`src/rtl/write_responder.sv`:
```
// write_responder: two-state write handshake responder.
//   A start strobe (do_wr_i in IDLE) captures wr_valid_i/wr_data_i and the minimum hold time.
//   The responder holds ready_o high until the writer sends a completion strobe after at least
//   min_q ready cycles, or it aborts after TIMEOUT ready cycles.
// Ports:
//   clk_i, rst_ni          clock, asynchronous active-low reset
//   do_wr_i                start strobe (IDLE) / completion strobe (HOLD)
//   wr_valid_i, wr_data_i  writer flag and data
//   cfg_min_hold_i         minimum ready cycles before completion (0 acts as 1)
//   ready_o, busy_o        registered ready, non-idle indicator
//   done_o, mismatch_o     completion pulse and flag-mismatch pulse
//   timeout_o              abort pulse
//   rd_data_o, wr_count_o  captured data, completed-transaction count
module write_responder #(
  parameter int unsigned DATA_W  = 8,
  parameter int unsigned HOLD_W  = 4,
  parameter int unsigned TIMEOUT = 15
) (
  input  logic              clk_i,
  input  logic              rst_ni,
  input  logic              do_wr_i,
  input  logic              wr_valid_i,
  input  logic [DATA_W-1:0] wr_data_i,
  input  logic [HOLD_W-1:0] cfg_min_hold_i,
  output logic              ready_o,
  output logic              busy_o,
  output logic              done_o,
  output logic              mismatch_o,
  output logic              timeout_o,
  output logic [DATA_W-1:0] rd_data_o,
  output logic [15:0]       wr_count_o
);

  typedef enum logic [0:0] {StIdle, StHold} state_e;

  state_e              state_q, state_d;
  logic [HOLD_W-1:0]   hold_cnt_q, hold_cnt_d;
  logic [HOLD_W-1:0]   min_q, min_d;
  logic                was_valid_q, was_valid_d;
  logic [DATA_W-1:0]   rd_data_q, rd_data_d;
  logic [15:0]         wr_count_q, wr_count_d;
  logic                ready_q, ready_d;
  logic                done_q, done_d;
  logic                mismatch_q, mismatch_d;
  logic                timeout_q, timeout_d;
  logic                start, accept, abort;

  // State register.
  always_ff @(posedge clk_i or negedge rst_ni) begin
    if (!rst_ni) begin
      state_q <= StIdle;
    end else begin
      state_q <= state_d;
    end
  end

  // Next-state logic. Completion wins over a coincident timeout.
  always_comb begin
    state_d = state_q;
    start   = 1'b0;
    accept  = 1'b0;
    abort   = 1'b0;
    unique case (state_q)
      StIdle: begin
        if (do_wr_i) begin
          start   = 1'b1;
          state_d = StHold;
        end
      end
      StHold: begin
        if (do_wr_i && (hold_cnt_q >= min_q)) begin
          accept  = 1'b1;
          state_d = StIdle;
        end else if (hold_cnt_q == HOLD_W'(TIMEOUT - 1)) begin
          abort   = 1'b1;
          state_d = StIdle;
        end
      end
      default: state_d = StIdle;
    endcase
  end

  // Output and datapath next values; all outputs are registered.
  always_comb begin
    hold_cnt_d  = '0;
    min_d       = min_q;
    was_valid_d = was_valid_q;
    rd_data_d   = rd_data_q;
    wr_count_d  = wr_count_q;
    ready_d     = (state_d == StHold);
    done_d      = accept;
    mismatch_d  = accept && (wr_valid_i != was_valid_q);
    timeout_d   = abort;
    if (start) begin
      was_valid_d = wr_valid_i;
      rd_data_d   = wr_data_i;
      min_d       = (cfg_min_hold_i == '0) ? HOLD_W'(1) : cfg_min_hold_i;
    end
    if ((state_q == StHold) && (state_d == StHold)) begin
      hold_cnt_d = hold_cnt_q + HOLD_W'(1);
    end
    if (accept) begin
      wr_count_d = wr_count_q + 16'd1;
    end
  end

  always_ff @(posedge clk_i or negedge rst_ni) begin
    if (!rst_ni) begin
      hold_cnt_q  <= '0;
      min_q       <= HOLD_W'(1);
      was_valid_q <= 1'b0;
      rd_data_q   <= '0;
      wr_count_q  <= '0;
      ready_q     <= 1'b0;
      done_q      <= 1'b0;
      mismatch_q  <= 1'b0;
      timeout_q   <= 1'b0;
    end else begin
      hold_cnt_q  <= hold_cnt_d;
      min_q       <= min_d;
      was_valid_q <= was_valid_d;
      rd_data_q   <= rd_data_d;
      wr_count_q  <= wr_count_d;
      ready_q     <= ready_d;
      done_q      <= done_d;
      mismatch_q  <= mismatch_d;
      timeout_q   <= timeout_d;
    end
  end

  assign ready_o    = ready_q;
  assign busy_o     = (state_q != StIdle);
  assign done_o     = done_q;
  assign mismatch_o = mismatch_q;
  assign timeout_o  = timeout_q;
  assign rd_data_o  = rd_data_q;
  assign wr_count_o = wr_count_q;

endmodule
```
`config.mk`:
```
export PLATFORM = sky130hd
export DESIGN_NAME = write_responder
export DESIGN_NICKNAME = d
export VERILOG_FILES = /design/src/rtl/write_responder.sv
export SDC_FILE = /design/constraint.sdc
export NUM_CORES = 1
export LEC_CHECK = 0
export CAP_MARGIN = 20
export CORE_MARGIN = 3
export CORE_UTILIZATION = 35
export CTS_CLUSTER_DIAMETER = 30
export DETAILED_ROUTE_END_ITERATION = 8
export PLACE_DENSITY = 0.65
export SLEW_MARGIN = 40
export SYNTH_ARGS = -nofsm -noshare
export SYNTH_HDL_FRONTEND = slang
export SYNTH_SLANG_ARGS = --single-unit
```
`constraint.sdc`:
```
create_clock -name clk_i -period 2.3 [get_ports clk_i]
set_input_delay 0.575 -clock clk_i [delete_from_list [all_inputs] [get_ports clk_i]]
set_output_delay 0.575 -clock clk_i [all_outputs]
set_load 0.02 [all_outputs]
```
Word level (Yosys, flattened, before mapping)
Index checks and enable logic that the tools add are counted.
{"block": "classes", "add_sub_neg": 2, "n_lt_le_gt_ge": 1, "eq_ne": 2, "muxes": 12, "bitwise": 1, "reduce_logical": 4}
{"operator": "$add A16 B1 Y16 const B", "n": 1}
{"operator": "$mux W1", "n": 9}
{"operator": "$mux W4", "n": 2}
{"operator": "$add A4 B1 Y4 const B", "n": 1}
{"operator": "$eq A4 B4 Y1 const B", "n": 1}
{"operator": "$ge A4 B4 Y1", "n": 1}
{"operator": "$logic_not A4 Y1", "n": 1}
{"operator": "$logic_and A1 B1 Y1", "n": 3}
{"operator": "$pmux W1 S2", "n": 1}
{"operator": "$ne A1 B1 Y1", "n": 1}
{"operator": "$not A1 Y1", "n": 1}
{"block": "word_totals", "reg_bits": 37, "inputBits": 16, "output_inout_bits": 29, "word_cells": 31}

Logic depth before layout (Yosys ltp)
{"block": "logic_depth", "depth_word": 6, "mapped_depth": 8, "mapped_depth_nobuf": 7}

Worst setup path after synthesis
Ideal clock, no wire load.
{"block": "synth_path", "path_type": "reg2reg", "startpoint": "register min_q[0]", "endpoint": "register wr_count_q[10] (netlist: wr_count_o[10])", "setup_time_ps": 133, "arrival_time_ps": 1792, "required_time_ps": 2167, "setup_slack_ps": 375, "path_stages_with_launch": 8, "n_path_buf": 1, "period_less_slack_ps": 1925, "cell_sequence": "dfstp_2 > ha_1 > nand2b_4 > a2111oi_4 > or2_1 > buf_6 > nor3_1 > xor2_1"}
{"block": "synth_via", "elab_chain_len": 4}
{"item": "start, declared", "line_no": "38", "text": "logic [HOLD_W-1:0] min_q, min_d;"}
{"item": "start signal, assigned", "line_no": "120", "text": "min_q <= min_d;"}
{"item": "$ge A4 B4 Y1", "line_no": "71", "text": "if (do_wr_i && (hold_cnt_q >= min_q)) begin"}
{"item": "$logic_and A1 B1 Y1", "line_no": "71"}
{"item": "$mux W1", "line_no": "71"}
{"item": "$mux W1", "line_no": "63", "text": "unique case (state_q)"}
{"item": "end signal, assigned", "line_no": "123", "text": "wr_count_q <= wr_count_d;"}
{"item": "end, declared", "line_no": "41", "text": "logic [15:0] wr_count_q, wr_count_d;"}
No other way between the ends.
A chain may end at the register's enable or synchronous reset.

Worst setup path after layout
{"block": "layout_path", "startpoint": "register ready_q (netlist: ready_o)", "endpoint": "output ready_o"}
{"item": "start, declared", "line_no": "42", "text": "logic ready_q, ready_d;"}
{"item": "start signal, assigned", "line_no": "124", "text": "ready_q <= ready_d;"}
{"item": "end, declared", "line_no": "25", "text": "output logic ready_o,"}
No word-level cell between the ends.

==> flow_metrics.tcl <==
set metrics [dict create \
    worstSkewPairLatency_ps 280 \
    grt_pass1_wl_microns 5810 \
    fin_cells 250 \
    syn_inst 138 \
    ff2ff_setup_slack_ps 220 \
    synth_nets 161 \
    hold_viol 0 \
    synth_compound_area_share_pct 3.82 \
    grt_pass1_vias 1221 \
    cts_tree "built" \
    holdCritPathClass "primary input to async pin" \
    cts.clk_slew.worst_paths_ps 70 \
    final_util_pct 50.3 \
    period_minus_slack_ps 2110 \
    numCtsBuffers 5 \
    ctsResizeCount 0 \
    routedWlPerCell_microns 13.7 \
    slew_viol_final 0 \
    rr_startpoint "hold_cnt_q[0]" \
    crit_family "buffers and inverters" \
    synth_top_family_by_area "simple AND/OR/NAND/NOR gates" \
    grtUsageTotal_pct 13.4 \
    drc 0 \
    diodes 0 \
    drv_cap 0 \
    areaGrowthSynthToFinish_pct 33.7 \
    setup_viol 0 \
    synthAdderAreaFrac_pct 5.14 \
    critical_path.max_fanout 9 \
    fin_area_sq_um 2280 \
    cp_slowest_stage_delay_ps 680 \
    power_mw 2.54 \
    root_buffer "clkbuf_8" \
    startpoint_type "register" \
    leakage_nw 1.01 \
    fin_nets 209 \
    cts_max_path_buffers 2 \
    crit_required_ps 1730 \
    worst_setup_path_end_kind "primary output" \
    clkSinkCount 37 \
    synthXorXnorAreaFrac_pct 9.24 \
    rsz0062_at_grt "no" \
    ys_seq_area_share_pct 54.4 \
    tightest_slew_ps 463 \
    holdBufCountCts 0 \
    synth_area_sq_um 1710 \
    dr.pass1.iters 4 \
    die_x_microns 75.8 \
    drive_gt1_share_pct 15.1 \
    cp_data_arrival_time_ps 1540 \
    synthSimpleGateAreaFrac_pct 17.6 \
    yosys_warnings 0 \
    drt-vias-per-instance 4.84 \
    critical_path_class "register to primary output" \
    muxShareOfSynthArea_pct 6.60 \
    fin_crit_sh_pct 91.8 \
    synth_area_per_cell_sq_um 12.4 \
    wl_microns 3420 \
    initial_core_util_pct 37.6 \
    max_slew_margin_pct 69.1 \
    numPlacedInstances 244 \
    place_area_sq_um 2200 \
    antenna_found_initial 0 \
    layout_common_cells "clkdlybuf4s50_1 (43), dfrtp_1 (36), xnor2_1 (10), mux2_2 (10), nand3_1 (9)" \
    fin_tns_setup_ps 0 \
    crit_path_top_delay_cell "clkdlybuf4s50_1" \
    fmax_mhz 474 \
    critPathLaunch "ready_o" \
    htree_levels 2 \
    cp.buffers_inverters 1 \
    r2r-end "wr_count_o[10]" \
    reg2reg_depth 7 \
    post_cts_buffers 0 \
    drtIter0Drc 61 \
    ir_drop_v 0.000619 \
    cp_num_cells 1 \
    dieArea_sq_um 5750 \
    ys_types 31 \
    final_common_cell "clkdlybuf4s50_1" \
    dp_hpwl_microns 2550 \
    coreArea_sq_um 4530 \
    via_count 1209 \
    std_cell_rows 24 \
    grt_overflow 0 \
    final_antenna_net_count 0 \
    endpoint "ready_o" \
    die_y_microns 75.8 \
    ys_ff_latch 37 \
    power_density_nw_per_um2 1110 \
    grt_max_degree 38 \
    finClkSkew_ps 5.48 \
    fillCellCount 398 \
    place.gp.congestion 0.819 \
    crit_chain "clkdlybuf4s50_1" \
    ios 45 \
    status "finished, final reports clean" \
    io_buffer_count 44 \
]
cells by family after synthesis:
kind of cell	Yosys count
AND/OR/NAND/NOR	48
flip-flops	37
XOR/XNOR	18
buffers and inverters	11
multiplexers	10
AO/OA/AOI/OAI	7
adder cells (fa/ha/maj)	7
stage by stage:
stage	worst slack, ps	hold WS (ps)
final	189	240
after global routing	72.7	279
after CTS	192	408
after detailed placement	145	474
after global placement	234	459
after floorplan	375	279
how the worst min path moves through the flow:
stage | start | to | slack (ps) | cells past startpoint
after floorplan | rst_ni | done_o | 280 | 0
after global placement | wr_count_o[15] | wr_count_o[15] | 460 | 1
after detailed placement | wr_count_o[15] | wr_count_o[15] | 470 | 1
after CTS | rst_ni | wr_count_o[13] | 410 | 1
after global routing | rst_ni | wr_count_o[13] | 280 | 1
final | rst_ni | wr_count_o[13] | 240 | 1
cell usage after synthesis:
cell	count	share of area [%]
xor2_1	8	4.1
nor2_1	8	1.8
nor3b_1	1	0.44
nand2_1	8	1.8
or2_1	1	0.37
buf_2	2	0.59
o21a_2	1	0.51
a2111oi_4	1	1.6
a21oi_1	1	0.29
nor3_4	1	0.95
nand3_1	9	2.6
nor4_2	1	0.73
dfrtp_1	36	53
nor2b_1	1	0.37
nand2b_4	1	0.81
nand3_4	1	1.0
and3_1	4	1.5
ha_1	7	5.1
buf_1	1	0.22
nand4_1	5	1.8
o21ai_0	3	0.88
and4_1	2	1.0
mux2_2	10	6.6
buf_6	1	0.66
nor4_4	1	1.2
nor3_1	4	1.2
xnor2_1	10	5.1
o21ai_2	1	0.51
dfstp_2	1	1.5
inv_1	6	1.3
buf_4	1	0.44
routing by layer:
metal / vias to the layer above / track usage (%) / share of wire, %
met1: 601 / 15.3 / 42
met2: 34 / 23.8 / 51
met5: - / 0 / 0
met4: 0 / 3.50 / 1.1
met3: 6 / 4.49 / 5.9
li1: 568 / - / -
flip-flops by register name, indices dropped and copies added (netlist names):
register / cells
min_q: 4
was_valid_q: 1
rd_data_o: 8
ready_o: 1
done_o: 1
hold_cnt_q: 4
wr_count_o: 16
timeout_o: 1
mismatch_o: 1
power by group:
part,total [mW],switching [mW],internal (mW)
logic,1.12,0.548,0.568
registers,1.01,0.164,0.847
clock network,0.410,0.211,0.199
total,2.54,0.923,1.61
cell type report:
type / instances / area, sq um / share of cell area (%)
Clock buffer: 5 / 68.8 / 3.02
Sequential cell: 37 / 927 / 40.6
Timing Repair Buffer: 46 / 453 / 19.9
Tap cell: 65 / 81.3 / 3.57
Multi-Input combinational cell: 90 / 723 / 31.7
Inverter: 6 / 22.5 / 0.987
Clock inverter: 1 / 5.00 / 0.219
(Power assumes the default switching activity.)
